$ cat src/rtl/reorder_buffer_pkg.sv
// Shared constants and types for the reorder buffer slice.
package rob_pkg;

  localparam int ROB_DEPTH = 16;
  localparam int ROB_TAG_W = 4;
  localparam int DISP_W    = 4;
  localparam int CMPL_W    = 6;
  localparam int PREG_W    = 6;
  localparam int BUNDLE_W  = 57;
  localparam int OCC_W     = ROB_TAG_W + 1;

  typedef logic [ROB_TAG_W-1:0] rob_tag_t;
  typedef logic [PREG_W-1:0]    preg_t;

  typedef struct packed {
    logic  valid;
    logic  done;
    preg_t old_p;
  } rob_entry_t;

endpackage

$ cat src/rtl/reorder_buffer_retire_sel.sv
// Counts leading valid&done entries starting at head (with wrap), capped at the retire width.
module rob_retire_sel
  import rob_pkg::*;
(
  input  rob_tag_t             head,
  input  logic [ROB_DEPTH-1:0] valid_vec,
  input  logic [ROB_DEPTH-1:0] done_vec,
  output logic [2:0]           ret_count
);

  logic [DISP_W-1:0] ready_s;

  genvar gk;
  for (gk = 0; gk < DISP_W; gk++) begin : g_ready
    assign ready_s[gk] = valid_vec[head + 4'(gk)] & done_vec[head + 4'(gk)];
  end

  // Stop at the first entry that cannot retire.
  always_comb begin
    ret_count = 3'd0;
    if (!ready_s[0]) begin
      ret_count = 3'd0;
    end else if (!ready_s[1]) begin
      ret_count = 3'd1;
    end else if (!ready_s[2]) begin
      ret_count = 3'd2;
    end else if (!ready_s[3]) begin
      ret_count = 3'd3;
    end else begin
      ret_count = 3'd4;
    end
  end

endmodule

$ cat src/rtl/reorder_buffer.sv
// 16-entry circular reorder buffer: 4-wide dispatch, 6 completion ports, 4-wide in-order retire.
module reorder_buffer
  import rob_pkg::*;
(
  input  logic                i_clk,
  input  logic                i_rst,
  input  logic [2:0]          i_ins_count,
  input  logic [BUNDLE_W-1:0] i_ins_bundle0,
  input  logic [BUNDLE_W-1:0] i_ins_bundle1,
  input  logic [BUNDLE_W-1:0] i_ins_bundle2,
  input  logic [BUNDLE_W-1:0] i_ins_bundle3,
  input  logic [PREG_W-1:0]   i_ins_old_p0,
  input  logic [PREG_W-1:0]   i_ins_old_p1,
  input  logic [PREG_W-1:0]   i_ins_old_p2,
  input  logic [PREG_W-1:0]   i_ins_old_p3,
  input  logic [CMPL_W-1:0]   i_cmpl_en,
  input  logic [ROB_TAG_W-1:0] i_cmpl0,
  input  logic [ROB_TAG_W-1:0] i_cmpl1,
  input  logic [ROB_TAG_W-1:0] i_cmpl2,
  input  logic [ROB_TAG_W-1:0] i_cmpl3,
  input  logic [ROB_TAG_W-1:0] i_cmpl4,
  input  logic [ROB_TAG_W-1:0] i_cmpl5,
  output logic [ROB_TAG_W-1:0] o_alloc_id0,
  output logic [ROB_TAG_W-1:0] o_alloc_id1,
  output logic [ROB_TAG_W-1:0] o_alloc_id2,
  output logic [ROB_TAG_W-1:0] o_alloc_id3,
  output logic [OCC_W-1:0]    o_free_count,
  output logic                o_empty,
  output logic [2:0]          o_ret_count,
  output logic [PREG_W-1:0]   o_ret_old_p0,
  output logic [PREG_W-1:0]   o_ret_old_p1,
  output logic [PREG_W-1:0]   o_ret_old_p2,
  output logic [PREG_W-1:0]   o_ret_old_p3
);

  rob_entry_t           entries_r     [ROB_DEPTH];
  rob_entry_t           entries_nxt_s [ROB_DEPTH];
  rob_tag_t             head_r, tail_r;
  logic [OCC_W-1:0]     occ_r, free_s;
  logic [2:0]           ret_count_r, ret_n_s;
  preg_t                ret_old_p_r   [DISP_W];
  preg_t                ret_old_p_nxt_s [DISP_W];
  preg_t                ins_old_p_s   [DISP_W];
  rob_tag_t             cmpl_tag_s    [CMPL_W];
  logic [ROB_DEPTH-1:0] valid_vec_s, done_vec_s, ret_mask_s, alloc_mask_s, cmpl_hit_s;
  preg_t                alloc_p_s     [ROB_DEPTH];
  logic                 disp_ok_s;
  logic                 bundle_unused_s;

  // Payload is carried on the interface only.
  assign bundle_unused_s = ^{i_ins_bundle0, i_ins_bundle1, i_ins_bundle2, i_ins_bundle3};

  assign ins_old_p_s = '{i_ins_old_p0, i_ins_old_p1, i_ins_old_p2, i_ins_old_p3};
  assign cmpl_tag_s  = '{i_cmpl0, i_cmpl1, i_cmpl2, i_cmpl3, i_cmpl4, i_cmpl5};

  assign free_s       = 5'(ROB_DEPTH) - occ_r;
  assign o_free_count = free_s;
  assign o_empty      = (occ_r == 5'd0);
  assign o_alloc_id0  = tail_r;
  assign o_alloc_id1  = tail_r + 4'd1;
  assign o_alloc_id2  = tail_r + 4'd2;
  assign o_alloc_id3  = tail_r + 4'd3;
  assign o_ret_count  = ret_count_r;
  assign o_ret_old_p0 = ret_old_p_r[0];
  assign o_ret_old_p1 = ret_old_p_r[1];
  assign o_ret_old_p2 = ret_old_p_r[2];
  assign o_ret_old_p3 = ret_old_p_r[3];

  // All-or-nothing dispatch, judged against free space at the start of the cycle.
  assign disp_ok_s = (i_ins_count <= 3'd4) && ({2'b00, i_ins_count} <= free_s);

  rob_retire_sel u_retire_sel (
    .head      (head_r),
    .valid_vec (valid_vec_s),
    .done_vec  (done_vec_s),
    .ret_count (ret_n_s)
  );

  genvar gi;
  for (gi = 0; gi < ROB_DEPTH; gi++) begin : g_ent
    assign valid_vec_s[gi]  = entries_r[gi].valid;
    assign done_vec_s[gi]   = entries_r[gi].done;
    assign ret_mask_s[gi]   = (4'(gi) - head_r) < {1'b0, ret_n_s};
    assign alloc_mask_s[gi] = disp_ok_s & ((4'(gi) - tail_r) < {1'b0, i_ins_count});
    assign alloc_p_s[gi]    = ins_old_p_s[2'(4'(gi) - tail_r)];
  end

  for (gi = 0; gi < DISP_W; gi++) begin : g_ret
    assign ret_old_p_nxt_s[gi] = (3'(gi) < ret_n_s) ? entries_r[head_r + 4'(gi)].old_p : '0;
  end

  // Per-entry hit from any enabled completion port.
  always_comb begin
    cmpl_hit_s = '0;
    for (int i = 0; i < ROB_DEPTH; i++) begin
      for (int k = 0; k < CMPL_W; k++) begin
        cmpl_hit_s[i] = cmpl_hit_s[i] | (i_cmpl_en[k] & (cmpl_tag_s[k] == 4'(i)));
      end
    end
  end

  // Entry update: allocation beats retirement beats completion.
  always_comb begin
    for (int i = 0; i < ROB_DEPTH; i++) begin
      entries_nxt_s[i] = entries_r[i];
      if (alloc_mask_s[i]) begin
        entries_nxt_s[i] = '{valid: 1'b1, done: 1'b0, old_p: alloc_p_s[i]};
      end else if (ret_mask_s[i]) begin
        entries_nxt_s[i].valid = 1'b0;
        entries_nxt_s[i].done  = 1'b0;
      end else if (cmpl_hit_s[i] && entries_r[i].valid) begin
        entries_nxt_s[i].done = 1'b1;
      end else begin
        entries_nxt_s[i] = entries_r[i];
      end
    end
  end

  // State and retire output registers.
  always_ff @(posedge i_clk or posedge i_rst) begin
    if (i_rst) begin
      head_r      <= 4'd0;
      tail_r      <= 4'd0;
      occ_r       <= 5'd0;
      ret_count_r <= 3'd0;
      for (int i = 0; i < ROB_DEPTH; i++) entries_r[i] <= '0;
      for (int k = 0; k < DISP_W; k++) ret_old_p_r[k] <= '0;
    end else begin
      head_r      <= head_r + {1'b0, ret_n_s};
      tail_r      <= tail_r + (disp_ok_s ? {1'b0, i_ins_count} : 4'd0);
      occ_r       <= occ_r - {2'b00, ret_n_s} + (disp_ok_s ? {2'b00, i_ins_count} : 5'd0);
      ret_count_r <= ret_n_s;
      entries_r   <= entries_nxt_s;
      ret_old_p_r <= ret_old_p_nxt_s;
    end
  end

endmodule

$ cat config.mk
export PLATFORM = sky130hd
export DESIGN_NAME = reorder_buffer
export DESIGN_NICKNAME = d
export VERILOG_FILES = /design/src/rtl/reorder_buffer_pkg.sv /design/src/rtl/reorder_buffer_retire_sel.sv /design/src/rtl/reorder_buffer.sv
export SDC_FILE = /design/constraint.sdc
export NUM_CORES = 1
export LEC_CHECK = 0
export BUFFER_PORTS_ARGS = -buffer_cell sky130_fd_sc_hd__buf_2
export CORE_ASPECT_RATIO = 1.1
export CORE_MARGIN = 2
export CORE_UTILIZATION = 54
export DETAILED_ROUTE_END_ITERATION = 6
export PLACE_DENSITY_LB_ADDON = 0.08
export SETUP_SLACK_MARGIN = 0.2
export SYNTH_ARGS = -nofsm -noshare
export SYNTH_HDL_FRONTEND = slang
export SYNTH_SLANG_ARGS = --single-unit
$ cat constraint.sdc
create_clock -name i_clk -period 7.5 [get_ports i_clk]
set_input_delay 1.125 -clock i_clk [delete_from_list [all_inputs] [get_ports i_clk]]
set_output_delay 1.125 -clock i_clk [all_outputs]
set_load 0.03 [all_outputs]
==> Word level (Yosys, flattened, before mapping) <==
Cells that the tools add are included.
{ "word_totals": {"reg_bits": 168, "input_bits": 287, "output_inout_bits": 49, "wordCells": 657} }
{ "op_classes": {"add_sub_neg": 43, "order_cmp": 62, "eq_ne": 90, "mux": 134, "bitwise_logic": 216, "n_reduce_logical": 56} }
{ "ops": {"columns": ["cell", "count"], "rows": [
  ["two-way mux 6 bit", 44],
  ["binary-select mux 6 bit (select 2 bit)", 16],
  ["equality test 4 bit (second input constant)", 48],
  ["binary-select mux 8 bit (select 4 bit)", 4],
  ["less-than comparator 4 x 3 -> 1 bit", 32],
  ["two-way mux 8 bit", 16],
  ["AND 1 bit", 116],
  ["equality test 4 x 3 -> 1 bit (second input constant)", 24],
  ["OR 1 bit", 80],
  ["subtractor 4 bit (first input constant)", 16],
  ["equality test 4 x 2 -> 1 bit (second input constant)", 12],
  ["greater-or-equal comparator 3 bit (second input constant)", 16],
  ["NOT 2 -> 3 bit", 16],
  ["nonzero test 3 bit", 16],
  ["binary-select mux 1 bit (select 4 bit)", 8],
  ["two-way mux 2 bit", 16],
  ["nonzero test 2 bit", 16],
  ["subtractor 3 x 4 -> 4 bit (first input constant)", 8],
  ["equality test 4 x 1 -> 1 bit (second input constant)", 6],
  ["zero test 4 bit", 6],
  ["two-way mux 1 bit", 24],
  ["greater-or-equal comparator 5 bit (second input constant)", 4],
  ["less-than comparator 4 x 5 -> 1 bit (second input constant)", 4],
  ["NOT 4 -> 5 bit", 4],
  ["15 further kinds", 49]
]} }

==> Longest topological paths before layout <==
Gate-level depths: netlist of the first run.
{ "depth": {"depth_word": 11, "ltp_mapped": 20, "mapped_depth_nobuf": 18} }

==> Modules after synthesis <==
From an unflattened synthesis of the first run, not the netlist that was laid out.
{ "unflattened": {"cells_unflattened": 1051, "hier_area_um2": 12709.7} }
{ "modules_own_cells": {"columns": ["mod", "n_inst", "cells_each", "area_each_um2", "seq_area_each_um2"], "rows": [
  ["reorder_buffer", 1, 944, 11892.7, 4204.0],
  ["rob_retire_sel", 1, 107, 817.0, 0.0]
]} }

==> Worst setup path before layout of the first run <==
OpenSTA, ideal clock, no wires.
{ "synth_path": {"path_type": "reg2reg", "startpoint": "register head_r[1]", "endpoint": "register occ_r[4]", "setup_ns": 0.125, "arrival_time_ns": 4.116, "required_time_ns": 7.375, "path_slack_ns": 3.259, "stages_incl_launch_ff": 18, "path_buffers": 3, "cell_sequence": "dfrtp_1 -> buf_2 -> clkinv_1 -> buf_2 -> ha_1 -> xor2_4 -> inv_2 -> buf_6 -> mux4_2 -> mux2i_4 -> inv_2 -> a21oi_1 -> fa_1 -> fa_1 -> inv_1 -> a21o_1 -> a21oi_1 -> xnor2_1"} }
{ "synth_between": {"elab_chain_cells": 10} }
{ "synth_rtl": {"columns": ["element", "line_no", "source"], "rows": [
  ["start, declared", "reorder_buffer.sv:38", "rob_tag_t head_r, tail_r;"],
  ["start signal, assigned", "reorder_buffer.sv:129", "head_r <= head_r + {1'b0, ret_n_s};"],
  ["adder 4 x 2 -> 4 bit", "reorder_buffer_retire_sel.sv:15", "assign ready_s[gk] = valid_vec[head + 4'(gk)] & done_vec[head + 4'(gk)];"],
  ["binary-select mux 1 bit (select 4 bit)", "reorder_buffer_retire_sel.sv:15", null],
  ["two-way mux 1 bit (implied by the code)", "reorder_buffer_retire_sel.sv:15", null],
  ["AND 1 bit", "reorder_buffer_retire_sel.sv:15", null],
  ["two-way mux 3 bit", "reorder_buffer_retire_sel.sv:27", "end else if (!ready_s[3]) begin"],
  ["two-way mux 3 bit", "reorder_buffer_retire_sel.sv:25", "end else if (!ready_s[2]) begin"],
  ["two-way mux 3 bit", "reorder_buffer_retire_sel.sv:23", "end else if (!ready_s[1]) begin"],
  ["two-way mux 3 bit (*)", "reorder_buffer_retire_sel.sv:21", "if (!ready_s[0]) begin"],
  ["named net ret_n_s[1]", "reorder_buffer.sv:40", "logic [2:0] ret_count_r, ret_n_s;"],
  ["subtractor 5 x 3 -> 5 bit (*)", "reorder_buffer.sv:131", "occ_r <= occ_r - {2'b00, ret_n_s} + (disp_ok_s ? {2'b00, i_ins_count} : 5'd0);"],
  ["adder 5 x 3 -> 5 bit (*)", "reorder_buffer.sv:131", null],
  ["end signal, assigned", "reorder_buffer.sv:131", null],
  ["end, declared", "reorder_buffer.sv:39", "logic [OCC_W-1:0] occ_r, free_s;"]
]} }
The timed path passes the listed nets; every way through them passes the cells marked *. The select of a mux whose other input is x is not followed.
A chain may end at the register's enable or synchronous reset.

==> Worst setup path in the final report of the first run <==
{ "layout_path": {"startpoint": "register head_r[0]", "endpoint": "register occ_r[4]"} }
Same word-level chain as after synthesis.

==> flow_summary.yaml, run 1 <==
timing:
  timing.final.hold_violations: 0
  timing.max_slew.rel_slack: 0.197
  worst_pin_slew_ns: 1.20
  setup_viol: 0
  timing_max_transition_violations_final: 0
  setup_total_negative_slack_ns: 0
  grt_setup_unrepaired: "false"
  maximum_clock_frequency_mhz: 192
  layout_min_cycle_time_ns: 5.21
  final.hold.worst_slack_ns: 0.517
  finalCritPeriodShare: 0.694
  final_clock_skew_ns: 0.0134
detailed_routing:
  routed_wl_mm: 37.4
  total_iterations_of_the_first_detailed_routing_run: 5
  postRouteAntennaNets: 0
  routedWlPerCell_um: 25.1
  num_vias: 9936
  viasPerCell: 6.66
  drc: 0
  first_drt_iteration_drcs: 965
logic_synthesis:
  netlist.top_cell.by_area: "sky130_fd_sc_hd__dfrtp_1"
  synth_seq_cells: 168
  yosys.area.top_type_share: 0.335
  synth-edff-count: 0
  ys_flop_type: "sky130_fd_sc_hd__dfrtp_1"
  syn-num-nets: 1449
  yosys_warnings: 0
  synth.cell_area_sq_um: 12600
  synth.area.top_cells: "sky130_fd_sc_hd__dfrtp_1 33%, sky130_fd_sc_hd__mux4_2 17%, sky130_fd_sc_hd__mux2_2 10%"
  syn_avg_cell_area_sq_um: 11.4
  synth_seq_area_share: 0.335
  syn_inst: 1101
  share_of_synthesized_flip_flops_with_an_asynchronous_set_or_reset: 1.00
  synthDistinctLibCells: 59
critical_path:
  critPathTopFamily: "adder cells"
  reg2reg_slack_ns: 2.29
  crit_start: "head_r[0]"
  path_max_fanout: 64
  critical_path_cell_count: 14
  timing.critical_path.cells: "inv_2 > ha_1 > xor2_4 > inv_2 > mux4_2 > mux2i_4 > inv_2 > a21oi_1 > fa_1 > fa_1 > inv_1 > a21o_1 > a21oi_1 > xnor2_1"
  cp_common_cell: "sky130_fd_sc_hd__inv_2"
  critical_path.slowest_cell: "sky130_fd_sc_hd__dfrtp_4"
  worst_r2r_endpoint: "occ_r[4]"
  reg2reg_depth: 14
  worstSetupEndpointType: "flop"
  critPathCapture: "occ_r[4]"
  category_of_the_most_critical_setup_path: "flop to flop"
  worstReg2RegStart: "head_r[0]"
  cp_data_arrival_time_ns: 5.52
  count_of_buffering_cells_on_the_critical_path_with_inverters_included: 4
  worst_setup_path_start_kind: "flop"
  cp.required_ns: 7.82
  maximum_single_stage_delay_on_the_critical_path_ns: 0.95
floorplanning:
  die_height_um: 164
  dieWidth_um: 149
  floorplan.die_area_sq_um: 24500
  floorplan.rows: 58
  start_util: 0.549
  core_region_area_sq_um: 22900
  boundaryPins: 336
outcome:
  outcome: "complete, no violations"
pwr:
  power.density_nw_per_um2: 617
  total_leakage_power_nw: 6.04
  vdd.ir_drop.worst_v: 0.000655
grt:
  antenna_violations_before_repair: 0
  grt_overflow: 0
  vias_in_the_first_global_route: 9629
  grt_first_pass_wirelength_mm: 57.2
  groute.usage.overall: 0.315
  largest_net_degree_at_the_start_of_global_routing: 100
cts:
  numClockSinks: 168
  post_cts_hold_buffer_count: 0
  cts_root_buf: "sky130_fd_sc_hd__clkbuf_16"
  post_cts_resize_count: 0
  tritoncts_clock_tree: "built"
  worst_setup_hold_path_clk_slew_ns: 0.07
  clock_insertion_delay_worst_skew_ns: 0.44
  cts-root-to-sink-buffers: 2
  cts.htree.levels: 4
  postCtsSetupRepairBufs: 0
  cts_inserted_buffers: 17
placed_design:
  io_buffer_count: 107
  gp_congestion: 0.920
  placed_wire_length_estimate_mm: 26.3
finish:
  most-common-layout-cells: "166 x sky130_fd_sc_hd__dfrtp_1, 112 x sky130_fd_sc_hd__mux2_2, 107 x sky130_fd_sc_hd__buf_2"
  area_delta_synth_final_pct: 10.7
  num-nets-final: 1526
  drive_above_1_share: 0.328
  layout_commonest_cell: "sky130_fd_sc_hd__dfrtp_1"
  insertedDiodeCount: 0
min_path:
  worstHoldPathType: "flop to flop"
job:
  max_cap_violations: 0
==> layer usage <==
metal,track usage,vias up,routed length [um]
met5,0,-,0
met1,0.442,4999,15700
li1,-,4331,-
met3,0.0628,101,3120
met4,0.118,0,1240
met2,0.488,505,17300
==> area by class of cell <==
| class | instances | area (sq um) |
|---|---|---|
| clock inverter | 15 | 225 |
| clock buffer | 17 | 425 |
| multi-input combinational | 804 | 7770 |
| timing repair buffer | 121 | 641 |
| fill | 1919 | 8960 |
| tap | 300 | 375 |
| sequential | 168 | 4210 |
| inverter | 66 | 253 |
==> report_power, final <==
group	leakage, nW	internal (W)	switching, W
clock network	0.318	0.000546	0.000427
logic	3.67	0.00262	0.00311
registers	2.05	0.00136	0.000518
total	6.04	0.00452	0.00406
==> registers in the layout, indices dropped and copies added, names as in the netlist <==
signal        count
done_vec_s       16
entries_r       112
head_r            4
o_alloc_id0       4
o_ret_count       3
o_ret_old_p0      6
o_ret_old_p1      6
o_ret_old_p2      6
o_ret_old_p3      6
occ_r             5
==> how the worst min path moves through the flow <==
| stage | slack, ns | start | depth (start not counted) | endpoint |
|---|---|---|---|---|
| final | 0.52 | entries_r[39] | 1 | entries_r[39] |
| after global routing | 0.53 | entries_r[39] | 1 | entries_r[39] |
| after CTS | 0.52 | entries_r[39] | 1 | entries_r[39] |
| after detailed placement | 0.50 | entries_r[39] | 1 | entries_r[39] |
| after global placement | 0.49 | entries_r[39] | 1 | entries_r[39] |
| after floorplan | 0.47 | entries_r[7] | 1 | entries_r[7] |
==> logic make-up after synthesis <==
kind of cell,count (synthesis),share of synthesized area
buffers and inverters,129,0.0475
and+or+nand+nor,267,0.118
xor gates and xnor gates,35,0.0280
DFF,168,0.335
muxes,244,0.303
AOI/OAI and AO/OA,197,0.104
adders and majority gates,61,0.0638
==> per-stage QoR <==
stage / power, W / worst slack, ns / util / cells / instance area [sq um]
final: 0.00858 / 2.29 / 0.608 / 1491 / 13900
after global routing: 0.00910 / 2.00 / 0.608 / 1491 / 13900
after CTS: 0.00853 / 2.24 / 0.608 / 1491 / 13900
after detailed placement: 0.00753 / 2.26 / 0.580 / 1459 / 13300
after global placement: 0.00741 / 2.31 / 0.580 / 1459 / 13300
after floorplan: 0.00613 / 1.83 / - / 1101 / 12600
==> worst register-to-register path, delay by kind of cell (launching register included) <==
family                     cells  cell delay, ns
AOI/OAI and AO/OA              3            0.65
xor gates and xnor gates       2            0.31
adders and majority gates      3            1.39
buffers and inverters          4            0.78
DFF                            1            0.95
muxes                          2            1.01
==> synth_stat cells, types with 22 or more instances <==
| cell | count |
|---|---|
| sky130_fd_sc_hd__ha_1 | 56 |
| sky130_fd_sc_hd__nand2_1 | 87 |
| sky130_fd_sc_hd__nand3_1 | 43 |
| sky130_fd_sc_hd__mux2_2 | 112 |
| sky130_fd_sc_hd__o21ai_0 | 22 |
| sky130_fd_sc_hd__o22ai_1 | 25 |
| sky130_fd_sc_hd__dfrtp_1 | 168 |
| sky130_fd_sc_hd__mux2i_1 | 34 |
| sky130_fd_sc_hd__mux4_2 | 97 |
| sky130_fd_sc_hd__a21oi_1 | 46 |
| sky130_fd_sc_hd__nor3_1 | 24 |
| sky130_fd_sc_hd__nor2_1 | 27 |
| sky130_fd_sc_hd__inv_1 | 61 |
| sky130_fd_sc_hd__a21o_1 | 24 |
Note: power is estimated with default switching activity, not from simulation.
==> run 2: changes to the inputs <==
- CORE_UTILIZATION: 54 -> 49
- clock period: 7.5 -> 4.7 ns (I/O delays scaled with it)
==> run 2 against run 1 <==
  * Largest power group unchanged
  * Combinational power up 63%
  * Global-route usage down 1.8 points
  * Flip-flop and latch count unchanged
==> flow_summary.yaml, run 2 (synthesis gave the netlist of run 1 again) <==
outcome:
  outcome: "complete, no violations"
finish:
  largest_register_ff_count: 112
  num-fill-cells: 2211
  layout_commonest_cell: "sky130_fd_sc_hd__dfrtp_1"
  largest_register: "entries_r"
  most-common-layout-cells: "165 x sky130_fd_sc_hd__dfrtp_1, 112 x sky130_fd_sc_hd__mux2_2, 107 x sky130_fd_sc_hd__buf_2"
  num-nets-final: 1547
  drive_above_1_share: 0.343
  area_delta_synth_final_pct: 12.2
  insertedDiodeCount: 0
placed_design:
  io_buffer_count: 107
  placed_wire_length_estimate_mm: 28.0
  placement.setup.worst_slack_ns: 0.268
  gp_congestion: 0.909
timing:
  setup_total_negative_slack_ns: 0
  grt_setup_unrepaired: "false"
  setup_viol: 0
  timing.final.hold_violations: 0
  layout_min_cycle_time_ns: 4.15
  maximum_clock_frequency_mhz: 241
  worst_pin_slew_ns: 0.991
  timing_max_transition_violations_final: 0
  timing.max_slew.rel_slack: 0.337
  finalCritPeriodShare: 0.883
  fin_ws_ns: 0.550
  final_clock_skew_ns: 0.0120
cts:
  cts_root_buf: "sky130_fd_sc_hd__clkbuf_16"
  numClockSinks: 168
  cts.htree.levels: 4
  cts-root-to-sink-buffers: 2
  cts_inserted_buffers: 17
  clock_insertion_delay_worst_skew_ns: 0.45
  tritoncts_clock_tree: "built"
  worst_setup_hold_path_clk_slew_ns: 0.07
grt:
  largest_net_degree_at_the_start_of_global_routing: 88
  antenna_violations_before_repair: 0
  groute.usage.overall: 0.296
  grt_overflow: 0
  vias_in_the_first_global_route: 9617
  grt_first_pass_wirelength_mm: 58.7
critical_path:
  path_max_fanout: 12
  critical_path.slowest_cell: "sky130_fd_sc_hd__dfrtp_1"
  maximum_single_stage_delay_on_the_critical_path_ns: 0.46
  worstReg2RegStart: "head_r[1]"
  crit_start: "head_r[1]"
  count_of_buffering_cells_on_the_critical_path_with_inverters_included: 6
  cp_data_arrival_time_ns: 4.50
  worst_setup_path_start_kind: "flop"
  cp.required_ns: 5.05
  timing.critical_path.cells: "clkinv_1 > buf_4 > ha_1 > a21oi_2 > xnor2_4 > mux4_2 > mux2i_4 > buf_4 > nand3_1 > nand2_1 > ha_1 > inv_1 > ha_1 > inv_1 > fa_1 > inv_1 > a21o_1 > a21oi_1 > xnor2_1"
  worstSetupEndpointType: "flop"
  critPathTopFamily: "adder cells"
  category_of_the_most_critical_setup_path: "flop to flop"
detailed_routing:
  postRouteAntennaNets: 0
  num_vias: 9904
  first_drt_iteration_drcs: 854
  drc: 0
  viasPerCell: 6.36
  total_iterations_of_the_first_detailed_routing_run: 5
  routedWlPerCell_um: 24.7
  routed_wl_mm: 38.5
pwr:
  power.density_nw_per_um2: 978
  total_leakage_power_nw: 6.09
  vdd.ir_drop.worst_v: 0.000917
floorplanning:
  core_region_area_sq_um: 25300
  start_util: 0.497
  floorplan.rows: 61
  die_height_um: 172
  boundaryPins: 336
  dieWidth_um: 157
  floorplan.die_area_sq_um: 26900
min_path:
  worstHoldPathType: "input port to async pin"
job:
  max_cap_violations: 0
[run 2: cell types whose count changed in the layout (fill, tap and decap cells not counted), moves of 2 or more]
cell / delta
sky130_fd_sc_hd__inv_6: -4
sky130_fd_sc_hd__a21oi_1: -2
sky130_fd_sc_hd__clkinvlp_4: +6
sky130_fd_sc_hd__a21oi_2: +2
sky130_fd_sc_hd__bufinv_16: -2
sky130_fd_sc_hd__buf_4: +19
[run 2: area by class of cell]
cell class / count / area, sq um / share of cell area
clock buffers: 18 / 429 / 0.0305
clock inverters: 14 / 160 / 0.0114
flip-flops and latches: 168 / 4210 / 0.299
inverters: 66 / 251 / 0.0179
repair buffers: 142 / 815 / 0.0578
well taps: 346 / 433 / 0.0307
multi-input cells: 804 / 7790 / 0.553
[run 2: where the power goes]
part,internal (W),leakage (nW),switching (W)
Combinational,0.00434,3.77,0.00501
Clock,0.000753,0.271,0.000674
Sequential,0.00217,2.05,0.000827
Total,0.00726,6.09,0.00651
[run 2: final timing paths]
path	to	slack, ns	cells after the start
min in group i_clk	entries_r[7]	0.52	1
max in group asynchronous	entries_r[109]	3.19	3
min reg2reg	entries_r[7]	0.52	1
max	occ_r[4]	0.55	19
min	entries_r[71]	0.44	2
max reg2reg	occ_r[4]	0.55	19
[run 2: layer usage]
metal | vias to the layer above | track usage | wire length [um]
li1 | 4362 | - | -
met1 | 5025 | 0.406 | 16600
met2 | 435 | 0.482 | 18100
met3 | 82 | 0.0499 | 2560
met4 | 0 | 0.103 | 1250
met5 | - | 0 | 0
[run 2: repair_timing]
item,in CTS,in global routing
hold buffers,0,0
resized for setup,0,6
setup endpoints to repair,0,2
buffers inserted,0,0
[run 2: per-stage QoR]
step | util | instances | cell area (sq um) | power (W) | hold slack, ns
CTS | 0.557 | 1558 | 14100 | 0.0137 | 0.465
global placement | 0.534 | 1526 | 13500 | 0.0121 | 0.487
detailed placement | 0.534 | 1526 | 13500 | 0.0122 | 0.505
floorplan | - | 1101 | 12600 | 0.00978 | 0.472
global route | 0.558 | 1558 | 14100 | 0.0146 | 0.517
finish | 0.558 | 1558 | 14100 | 0.0138 | 0.437
==> run 3: changes to the inputs <==
==> constraint.sdc (replaced) <==
create_clock -name i_clk -period 4.7 [get_ports i_clk]
set_input_delay 0.47 -clock i_clk [delete_from_list [all_inputs] [get_ports i_clk]]
set_output_delay 0.47 -clock i_clk [all_outputs]
set_load 0.03 [all_outputs]
==> run 3 against run 2 <==
  * Final cell count decreased by 0.32%
  * Clock power about the same
  * Sequential power about the same
  * Clock-buffer cell count unchanged
  * First-iteration DRC count decreased by 15%
  * Register-to-register slack got worse by 0.09 ns
  * Via count decreased by 1.5%
  * Critical endpoint unchanged
==> flow_summary.yaml, run 3 (synthesis gave the netlist of run 1 again) <==
grt:
  largest_net_degree_at_the_start_of_global_routing: 169
  grt_overflow: 0
  groute.usage.overall: 0.290
  vias_in_the_first_global_route: 9692
  grt_first_pass_wirelength_mm: 57.8
  antenna_violations_before_repair: 1
cts:
  cts_inserted_buffers: 17
  clock_insertion_delay_worst_skew_ns: 0.44
  cts-root-to-sink-buffers: 2
  cts_root_buf: "sky130_fd_sc_hd__clkbuf_16"
  numClockSinks: 168
  worst_setup_hold_path_clk_slew_ns: 0.08
  cts.htree.levels: 4
  post_cts_hold_buffer_count: 0
  postCtsSetupRepairBufs: 0
  tritoncts_clock_tree: "built"
timing:
  setup_viol: 0
  finalCritPeriodShare: 0.901
  timing_max_transition_violations_final: 0
  final_clock_skew_ns: 0.0144
  grt_setup_unrepaired: "false"
  maximum_clock_frequency_mhz: 236
  final.hold.worst_slack_ns: 0.277
  worst_pin_slew_ns: 0.961
  setup_total_negative_slack_ns: 0
  timing.final.hold_violations: 0
  layout_min_cycle_time_ns: 4.24
  timing.max_slew.rel_slack: 0.359
critical_path:
  category_of_the_most_critical_setup_path: "flop to flop"
  crit_start: "head_r[1]"
  cp.required_ns: 5.02
  critical_path.slowest_cell: "sky130_fd_sc_hd__mux4_2"
  cp_data_arrival_time_ns: 4.56
  cp_common_cell: "sky130_fd_sc_hd__fa_1"
  path_max_fanout: 32
  worstReg2RegStart: "head_r[1]"
  worstSetupEndpointType: "flop"
  timing.critical_path.cells: "buf_6 > ha_1 > xor2_2 > inv_2 > mux4_2 > mux2i_1 > nand2b_1 > a21oi_2 > fa_1 > fa_1 > inv_1 > a21o_1 > a21oi_1 > xnor2_1"
  worst_setup_path_start_kind: "flop"
  maximum_single_stage_delay_on_the_critical_path_ns: 0.57
finish:
  final_cell_area_sq_um: 14000
  area_delta_synth_final_pct: 11.8
  largest_register_ff_count: 112
  num-nets-final: 1541
  most-common-layout-cells: "165 x sky130_fd_sc_hd__dfrtp_1, 112 x sky130_fd_sc_hd__mux2_2, 107 x sky130_fd_sc_hd__buf_2"
  largest_register: "entries_r"
  drive_above_1_share: 0.339
  finish.cell_count_without_fillers: 1553
  num-fill-cells: 2226
  layout_commonest_cell: "sky130_fd_sc_hd__dfrtp_1"
detailed_routing:
  routed_wl_mm: 37.9
  drc: 0
  first_drt_iteration_drcs: 728
  routedWlPerCell_um: 24.4
  viasPerCell: 6.28
  total_iterations_of_the_first_detailed_routing_run: 7
  num_vias: 9757
  postRouteAntennaNets: 0
min_path:
  worstHoldPathType: "input port to async pin"
pwr:
  vdd.ir_drop.worst_v: 0.000760
  power.density_nw_per_um2: 971
  total_leakage_power_nw: 6.08
floorplanning:
  boundaryPins: 336
  die_height_um: 172
  core_region_area_sq_um: 25300
  floorplan.die_area_sq_um: 26900
  floorplan.rows: 61
  dieWidth_um: 157
  start_util: 0.497
placed_design:
  placedCellCount: 1520
  io_buffer_count: 107
  placed_wire_length_estimate_mm: 27.5
  placed_cell_area_sq_um: 13400
  gp_congestion: 0.893
outcome:
  outcome: "complete, no violations"
job:
  max_cap_violations: 0
[run 3: per-layer routing]
layer | vias to the layer above | routed length, um | GRT usage
met2 | 389 | 17900 | 0.474
li1 | 4361 | - | -
met5 | - | 0 | 0
met1 | 4927 | 16200 | 0.386
met4 | 0 | 1290 | 0.0997
met3 | 80 | 2460 | 0.0619
[run 3: final cells by class]
type                       count  area (sq um)  share of cell area
tap                          346           433              0.0308
multi-input combinational    804          7790               0.555
clock inverter                14           149              0.0106
clock buffer                  18           429              0.0306
inverter                      66           255              0.0182
sequential                   168          4210               0.300
antenna                        1          2.50            0.000178
timing repair buffer         136           769              0.0548
[run 3: power breakdown]
group	leakage, nW	switching (W)	total (W)	internal, W
clock network	0.281	0.000686	0.00140	0.000712
logic	3.75	0.00496	0.00926	0.00431
registers	2.05	0.000805	0.00297	0.00217
[run 3: what timing repair did]
| item | CTS | global route |
|---|---|---|
| endpoints found under the setup margin | 0 | 2 |
| resized for setup | 0 | 5 |
| endpoints found under the hold margin | 0 | 0 |
[run 3: through the flow]
step	util	power (W)	setup WS, ns
after floorplan	-	0.00978	0.459
after global placement	0.532	0.0120	0.277
after detailed placement	0.532	0.0122	0.275
after CTS	0.555	0.0136	0.251
after global routing	0.555	0.0146	0.211
final	0.556	0.0136	0.463
[run 3: critical path: cells and delay by family (launching register included)]
| kind | cells | cell delay, ns |
|---|---|---|
| buffers and inverters | 3 | 0.71 |
| xor gates and xnor gates | 2 | 0.22 |
| and+or+nand+nor | 1 | 0.37 |
| adders and majority gates | 3 | 1.28 |
| AOI/OAI and AO/OA | 3 | 0.33 |
| muxes | 2 | 0.79 |
| DFF | 1 | 0.41 |
[run 3: worst paths after layout]
kind	end	slack [ns]	cells past startpoint
worst max-delay path	occ_r[4]	0.46	14
worst min-delay path	entries_r[71]	0.28	3
worst max register to register	occ_r[4]	0.46	14
worst min register to register	entries_r[39]	0.51	1
max in group asynchronous	head_r[0]	3.67	3
min in group i_clk	o_alloc_id0[0]	0.48	4
